### src/rtl/crc_error_monitor.sv
// Supervises the asynchronous readback CRC error flag: synchronizes and filters it, counts
// qualified events, raises a request/acknowledge interrupt and a sticky fatal indication.
module crc_error_monitor #(
  parameter int SYNC_STAGES   = 2,
  parameter int FILTER_CYCLES = 4,
  parameter int CNT_W         = 8,
  parameter int FATAL_THRESH  = 3
) (
  input  logic             clock,
  input  logic             reset_n,
  input  logic             enable,
  input  logic             crc_error_in,
  output logic             irq,
  input  logic             irq_ack,
  input  logic             clr_count,
  output logic [CNT_W-1:0] err_count,
  output logic             fatal,
  output logic [2:0]       state
);

  localparam int FW = (FILTER_CYCLES < 2) ? 1 : $clog2(FILTER_CYCLES + 1);
  localparam logic [FW-1:0]    FC_LAST  = FW'(FILTER_CYCLES - 1);
  localparam logic [FW-1:0]    FC_ONE   = FW'(1);
  localparam logic [CNT_W-1:0] CNT_MAX  = '1;
  localparam logic [CNT_W-1:0] THRESH   = CNT_W'(FATAL_THRESH);

  typedef enum logic [1:0] {
    IDLE   = 2'd0,
    QUAL   = 2'd1,
    REPORT = 2'd2,
    HOLD   = 2'd3
  } st_t;

  st_t                    st, st_nxt;
  logic [SYNC_STAGES-1:0] sync_p;
  logic                   crc_s;
  logic [FW-1:0]          fcnt, fcnt_nxt;
  logic                   qualify;
  logic                   irq_nxt;

  // Stage: flag synchronizer chain
  always_ff @(posedge clock or negedge reset_n) begin
    if (!reset_n) sync_p <= '0;
    else          sync_p <= {sync_p[SYNC_STAGES-2:0], crc_error_in};
  end

  assign crc_s = sync_p[SYNC_STAGES-1];

  // Stage: FSM state register
  always_ff @(posedge clock or negedge reset_n) begin
    if (!reset_n) st <= IDLE;
    else          st <= st_nxt;
  end

  always_comb begin
    st_nxt = st;
    if (!enable) begin
      st_nxt = IDLE;
    end else begin
      case (st)
        IDLE:    if (crc_s) st_nxt = (FILTER_CYCLES == 1) ? REPORT : QUAL;
        QUAL:    if (!crc_s) st_nxt = IDLE;
                 else if (fcnt == FC_LAST) st_nxt = REPORT;
        REPORT:  if (irq_ack) st_nxt = HOLD;
        HOLD:    if (!crc_s) st_nxt = IDLE;
        default: st_nxt = IDLE;
      endcase
    end
  end

  // An event is counted exactly on the edge that enters REPORT
  always_comb begin
    qualify  = (st_nxt == REPORT) && (st != REPORT);
    irq_nxt  = (st_nxt == REPORT);
    fcnt_nxt = '0;
    if (st_nxt == QUAL) fcnt_nxt = (st == IDLE) ? FC_ONE : fcnt + FC_ONE;
  end

  // Stage: filter counter, interrupt, event counter and fatal flag
  always_ff @(posedge clock or negedge reset_n) begin
    if (!reset_n) begin
      fcnt      <= '0;
      irq       <= 1'b0;
      err_count <= '0;
      fatal     <= 1'b0;
    end else begin
      fcnt <= fcnt_nxt;
      irq  <= irq_nxt;
      if (clr_count)                               err_count <= CNT_W'(qualify);
      else if (qualify && (err_count != CNT_MAX))  err_count <= err_count + 1'b1;
      fatal <= clr_count ? 1'b0 : (fatal | (err_count >= THRESH));
    end
  end

  assign state = {1'b0, st};

endmodule
### config.mk
export PLATFORM = sky130hd
export DESIGN_NAME = crc_error_monitor
export DESIGN_NICKNAME = d
export VERILOG_FILES = /design/src/rtl/crc_error_monitor.sv
export SDC_FILE = /design/constraint.sdc
export NUM_CORES = 1
export LEC_CHECK = 0
export ABC_AREA = 1
export CORE_MARGIN = 5
export CORE_UTILIZATION = 45
export CTS_CLUSTER_DIAMETER = 40
export DETAILED_ROUTE_END_ITERATION = 10
export PLACE_DENSITY = 0.78
export SETUP_SLACK_MARGIN = 0.05
export SLEW_MARGIN = 20
export SYNTH_ARGS = -nofsm -noshare
export SYNTH_HDL_FRONTEND = slang
export SYNTH_SLANG_ARGS = --single-unit
### constraint.sdc
create_clock -name clock -period 4.26 [get_ports clock]
set_clock_uncertainty 0.1 [all_clocks]
set_input_delay 0.852 -clock clock [delete_from_list [all_inputs] [get_ports clock]]
set_output_delay 0.852 -clock clock [all_outputs]
set_load 0.02 [all_outputs]
* Word level (Yosys, flattened, before mapping)
Cells that the tools add are included.
Storage, ports and cells: input port bits 6, bits in registers 17
Operators by class: eq/ne operators 8, $add $sub $neg 2, mux-type cells 12, order comparisons 1, bitwise operators 1, reduce and logical (&&, ||, !) cells 4
Operators by type and width (number):
- 2-to-1 mux 8 bit | 2
- 2-to-1 mux 2 bit | 6
- adder 8 x 1 -> 8 bit (second input constant) | 1
- >= comparator 8 x 2 -> 1 bit (second input constant) | 1
- inequality test 8 bit (second input constant) | 1
- case mux 2 bit (4 select lines) | 1
- == test 2 bit (second input constant) | 3
- 2-to-1 mux 3 bit | 2
- == test 2 x 1 -> 1 bit (second input constant) | 2
- adder 3 x 1 -> 3 bit (second input constant) | 1
- == test 3 x 2 -> 1 bit (second input constant) | 1
- logical AND 1 bit | 2
- logical NOT 2 bit | 1
- inequality test 2 bit (second input constant) | 1
- nonzero test 2 bit | 1
- 2-to-1 mux 1 bit | 1
- bitwise OR 1 bit | 1

* Longest topological paths before layout
Gate-level depths: netlist of run 1.
depth after elaboration 10, mapped depth 10, gate-level depth less buffers 10

* Least setup slack after synthesis of run 1
No wires, ideal clock.
path kind input to register, start input port clr_count, end register err_count[0], arrival time 1.494 ns, data required time 4.042 ns, stages on the path 6, setup time 0.118 ns, slack 2.548 ns, cells stage by stage buf_2 clkinv_1 nand2_1 nand2_1 nand2_1 nand2_1
On the way: longest elaborated chain between the ends 1, elaborated cells on any way between the ends 2
RTL lines:
- from (decl) | line 15 | input logic clr_count,
- 2-to-1 mux 8 bit / nonzero test 2 bit (equally long branches)
- to (signal assigned) | line 89 | if (clr_count) err_count <= CNT_W'(qualify);
- to (signal assigned) | line 90 | else if (qualify && (err_count != CNT_MAX)) err_count <= err_count + 1'b1;
- to (decl) | line 16 | output logic [CNT_W-1:0] err_count,
Parallel ways exist; a longest one is shown, timed or not. A chain may end at the register's enable or synchronous reset.

* Worst setup path after layout of run 1
start register err_count[2], end output port err_count[2]
No word-level cell between the ends.

==> flow_summary_export.csv, run 1 <==
group,metric,value,unit
synthesis,ys_warn_count,0,
status,outcome,"completed",
worst_setup_path,rrSetupSlack,2570,ps
power_and_ir_drop,finalPower,313,uW
floorplan,die_area,3050,um^2
layout,syn2layout_area_growth,23.7,%
timing,slew_headroom,48.8,%
floorplan,die_w,55.2,um
worst_setup_path,worstPathArrival,1450,ps
synthesis,synth-seq-cells,17,
clocking,postCtsSetupRepairBufs,0,
clocking,cts_num_sinks,17,
clocking,post_cts_resized,0,
detailed_routing,drcViolationCount,0,
layout,final_area,1140,um^2
clocking,cts.htree.levels,1,
clocking,clock_latency,280,ps
worst_setup_path,worst-setup-path-type,"reg2out",
detailed_routing,wl_per_cell,11.7,um
detailed_routing,vias,797,
synthesis,ys_seq_area_share,46.3,%
synthesis,ys_async_sr_fraction,100,%
clocking,cts_buffers,3,
grt,grt_max_degree,18,
synthesis,synth-edff-count,0,
worst_setup_path,crit_chain,"clkdlybuf4s50_1",
detailed_routing,via_per_inst,4.98,
synthesis,avgSynthCellArea,8.07,um^2
timing,fmax,0.416,GHz
detailed_routing,dr.pass1.iters,4,
floorplan,core-area,1960,um^2
grt,grt_first_pass_wirelength,3310,um
synthesis,ys_types,25,
worst_hold_path,min_path_cells,0,
place,io_buffers,17,
synthesis,synth_top_area_cell,"dfrtp_1",
synthesis,synth_top_area_share,46.3,%
timing,worstMarginPinSlew,765,ps
worst_setup_path,cp.required,3310,ps
worst_setup_path,path_depth,1,
clocking,clockBufferDepth,2,
place,dp_hpwl,1430,um
timing,rsz0062_at_grt,"no",
worst_setup_path,r2r-end,"err_count[1]$_DFFE_PN0P_",
worst_hold_path,min_to,"sync_p[1]$_DFF_PN0_",
worst_setup_path,worst_path_max_delay_cell,"clkdlybuf4s50_1",
worst_setup_path,slowest_delay,670,ps
grt,antenna_found_initial,0,
floorplan,die_y,55.2,um
layout,drive_above_1_share,9.02,%
clocking,cts_tree,"built",
worst_setup_path,cp_top_family,"buffers and inverters",
layout,final_core_util,58.0,%
synthesis,synth_cells,114,
timing,timing.final.crit_share,56.4,%
worst_setup_path,start_kind,"flop",
synthesis,synth_nets,123,
synthesis,synthTopCellsByArea,"dfrtp_1 46%, nand2_1 12%, nor2_1 5.7%",
synthesis,synth_ff_type,"dfrtp_1",
synthesis,synth_area,920,um^2
worst_setup_path,reg2regPathDepth,8,
layout,fill_cells,199,
layout,final_common_cell,"nand2_1",
power_and_ir_drop,p_leak,0.560,nW
detailed_routing,drtAntennaViolNets,0,
grt,grt.overflow.total,0,
place,gp_congestion,0.818,
timing,layout_setup_ws,1860,ps
floorplan,rows,16,
power_and_ir_drop,peakVddDrop,0.163,mV
detailed_routing,drt_wl_total,1880,um
power_and_ir_drop,p_per_area,275,nW/um^2
floorplan,initial_utilization,46.9,%
worst_setup_path,crit_path_end_kind,"output port",
clocking,path_clk_slew,90,ps
clocking,cts_root_buffer,"clkbuf_4",
clocking,holdBufCountCts,0,
floorplan,pin_count,19,
layout,layout_common_cells,"30 x nand2_1, 17 x dfrtp_1, 17 x clkdlybuf4s50_1",
timing,hold_viol_final,0,
layout,nNetsFinal,143,
grt,track_usage,12.9,%
timing,tns,0,ps
place,dpl_cell_area,1110,um^2
grt,grt_pass1_vias,745,
layout,diodes,0,
place,pre_cts_slack,1800,ps
worst_setup_path,path_buf_inv,1,
worst_hold_path,worstHoldPathType,"reg2reg",
timing,fin_crit,2400,ps
worst_setup_path,crit_fanout,6,
detailed_routing,drt_iter0_drc,21,
timing,setup_viol,0,
worst_setup_path,worstReg2RegStart,"err_count[0]$_DFFE_PN0P_",
worst_hold_path,hp-start,"sync_p[0]$_DFF_PN0_",
run,drv_cap,0,
timing,final_max_slew_viol_count,0,
-- cell type report --
cell class	count	area [um^2]	area share (%)
inverter	15	57.6	5.06
timing repair buffer	17	170	15.0
multi-input combinational	80	424	37.3
tap	27	33.8	2.97
sequential	17	425	37.4
clock buffer	4	26.3	2.31
-- flip-flops by register name (all words and copies together) (netlist names) --
| name | cells |
|---|---|
| err_count | 8 |
| fatal | 1 |
| fcnt | 3 |
| irq | 1 |
| st | 2 |
| sync_p | 2 |
-- stage by stage --
stage	std cells	hold slack [ps]
finish	160	255
global route	160	280
CTS	160	258
detailed placement	156	235
global placement	156	233
floorplan	114	231
-- cell usage after synthesis (2+ instances only) --
master and number:
nor2_1 14, xnor2_1 2, nand2_2 4, nor4_1 2
inv_1 13, xor2_1 2, nand3_1 10, ha_1 3
dfrtp_1 17, a21oi_1 3, nand2_1 30
-- worst max path at each step --
| stage | start | end | slack (ps) |
|---|---|---|---|
| after floorplan | clr_count | err_count[0]$_DFFE_PN0P_ | 2550 |
| after global routing | err_count[2]$_DFFE_PN0P_ | err_count[2] | 1830 |
| after CTS | err_count[2]$_DFFE_PN0P_ | err_count[2] | 1860 |
| final | err_count[2]$_DFFE_PN0P_ | err_count[2] | 1860 |
| after detailed placement | clr_count | err_count[0]$_DFFE_PN0P_ | 1800 |
| after global placement | clr_count | err_count[0]$_DFFE_PN0P_ | 1890 |
-- report_power, final --
group / leakage [nW] / switching, mW / internal [mW]
combinational: 0.317 / 0.0306 / 0.0225
sequential: 0.228 / 0.00776 / 0.169
clock: 0.0150 / 0.0468 / 0.0363
-- metal layers --
layer | GRT usage [%] | up-vias | share of wire, %
li1 | - | 393 | -
met3 | 3.03 | 0 | 5.4
met4 | 3.13 | 0 | 0
met2 | 21.8 | 29 | 51
met1 | 16.4 | 375 | 44
met5 | 0 | - | 0
-- logic make-up after synthesis --
family,after synthesis,synth area share (%)
adders and majority gates,3,4.08
buffers and inverters,17,7.62
DFF,17,46.3
and+or+nand+nor,67,34.8
AOI/OAI and AO/OA,5,2.99
xor gates and xnor gates,4,3.81
other,1,0.408
Power figures use the tool's default switching activity.
==> run 2: changes to the inputs <==
CORE_UTILIZATION = 44   (was 45)
PLACE_DENSITY = 0.79   (was 0.78)
clock period = 2.1 ns   (was 4.26 ns; I/O delays follow)
==> flow_summary_export.csv, run 2 (synthesis results as in run 1) <==
group,metric,value,unit
power_and_ir_drop,p_seq_share,56.5,%
worst_setup_path,cp_top_family,"buffers and inverters",
layout,seqCellArea,425,um^2
grt,grt_max_degree,18,
timing,timing.final.crit_share,93.2,%
layout,final_core_util,58.1,%
timing,rsz0062_at_grt,"no",
timing,hold_viol_final,0,
clocking,holdBufCountCts,0,
clocking,path_clk_slew,90,ps
layout,final_common_cell,"nand2_1",
grt,grt_pass1_vias,762,
power_and_ir_drop,peakVddDrop,0.392,mV
timing,fin_crit,1960,ps
run,drv_cap,0,
worst_setup_path,slowest_delay,670,ps
floorplan,die_y,55.7,um
power_and_ir_drop,p_per_area,549,nW/um^2
detailed_routing,drcViolationCount,0,
detailed_routing,wl_per_cell,11.3,um
clocking,cts_tree,"built",
floorplan,die_w,55.7,um
layout,nNetsFinal,145,
worst_setup_path,worst-setup-path-type,"reg2out",
detailed_routing,vias,763,
clocking,cts.htree.levels,1,
grt,antenna_found_initial,0,
timing,fmax,0.511,GHz
timing,tns,0,ps
status,outcome,"completed",
floorplan,core-area,1980,um^2
floorplan,die_area,3100,um^2
floorplan,initial_utilization,46.4,%
power_and_ir_drop,internal-power,464,uW
power_and_ir_drop,p_comb_share,17.2,%
place,dp_hpwl,1370,um
place,dpl.cell_count,158,
clocking,post_cts_resized,0,
detailed_routing,dr.pass1.iters,4,
timing,final_max_slew_viol_count,0,
layout,syn2layout_area_growth,25.3,%
layout,multiInputGateArea,424,um^2
layout,largest_reg_flops,8,
detailed_routing,drtAntennaViolNets,0,
place,gp_congestion,0.859,
worst_setup_path,path_buf_inv,1,
worst_setup_path,worst_path_max_delay_cell,"clkdlybuf4s50_1",
worst_setup_path,cp.required,1580,ps
layout,final_cells,162,
clocking,postCtsSetupRepairBufs,0,
grt,grt.overflow.total,0,
floorplan,pin_count,19,
detailed_routing,drt_wl_total,1820,um
clocking,clock_latency,280,ps
power_and_ir_drop,p_clk_share,26.2,%
layout,regMostFlops,"err_count",
layout,reg.largest.list,"err_count x8, fcnt x3",
worst_setup_path,worstPathArrival,1440,ps
layout,layout_common_cells,"30 x nand2_1, 17 x dfrtp_1, 17 x clkdlybuf4s50_1",
clocking,cts_num_sinks,17,
power_and_ir_drop,switching_share,26.6,%
grt,track_usage,13.4,%
detailed_routing,via_per_inst,4.71,
grt,grt_first_pass_wirelength,3300,um
floorplan,rows,16,
worst_setup_path,crit_path_end_kind,"output port",
worst_hold_path,worstHoldPathType,"reg2reg",
clocking,cts_buffers,3,
place,io_buffers,17,
clocking,clockBufferDepth,2,
layout,fill_cells,166,
worst_setup_path,crit_chain,"clkdlybuf4s50_1",
power_and_ir_drop,switching_power,168,uW
layout,drive_above_1_share,10.4,%
power_and_ir_drop,p_leak,0.570,nW
clocking,cts_root_buffer,"clkbuf_4",
layout,diodes,0,
worst_setup_path,start_kind,"flop",
timing,setup_viol,0,
detailed_routing,drt_iter0_drc,16,
worst_setup_path,crit_fanout,7,
[run 2: cell count changes in the layout (fill, tap and decap cells not counted)]
cell | previous run | this run
buf_4 | 0 | 2
[run 2: final timing paths]
kind,start,cells after the start,slack [ps],endpoint
setup reg to reg,fcnt[0]$_DFF_PN0_,10,420,err_count[7]$_DFFE_PN0P_
setup / recovery,err_count[5]$_DFFE_PN0P_,1,140,err_count[5]
hold reg to reg,sync_p[0]$_DFF_PN0_,0,260,sync_p[1]$_DFF_PN0_
min in group asynchronous,reset_n,2,350,st[1]$_DFF_PN0_
hold / removal,sync_p[0]$_DFF_PN0_,0,260,sync_p[1]$_DFF_PN0_
max in group asynchronous,reset_n,2,1370,st[0]$_DFF_PN0_
[run 2: area by class of cell]
type,instances,area share [%]
Sequential cell,17,36.9
Multi-Input combinational cell,80,36.8
Timing Repair Buffer,19,16.1
Inverter,15,4.99
Tap cell,27,2.93
Clock buffer,4,2.28
[run 2: power by group through the flow]
stage / Sequential, mW / Combinational, mW / Clock [mW]
after global routing: 0.360 / 0.122 / 0.188
after floorplan: 0.375 / 0.0480 / 0
after CTS: 0.358 / 0.111 / 0.172
after global placement: 0.364 / 0.109 / 0
final: 0.358 / 0.109 / 0.166
after detailed placement: 0.364 / 0.110 / 0
[run 2: per-stage QoR]
stage                     hold slack [ps]  setup slack (ps)  total power, mW  cell area, um^2
after CTS                             258               133            0.641             1150
after global routing                  273              78.0            0.670             1150
final                                 255               142            0.632             1150
after floorplan                      24.4               496            0.423              920
after global placement                234               319            0.473             1130
after detailed placement              237               282            0.474             1130
[run 2: layer usage]
metal  global-route usage (%)  wire length (um)  vias up
li1                         -                 -      396
met5                        0                 0        -
met1                     17.4               882      343
met2                     19.6               808       20
met4                     6.94                27        0
met3                     4.41               106        4
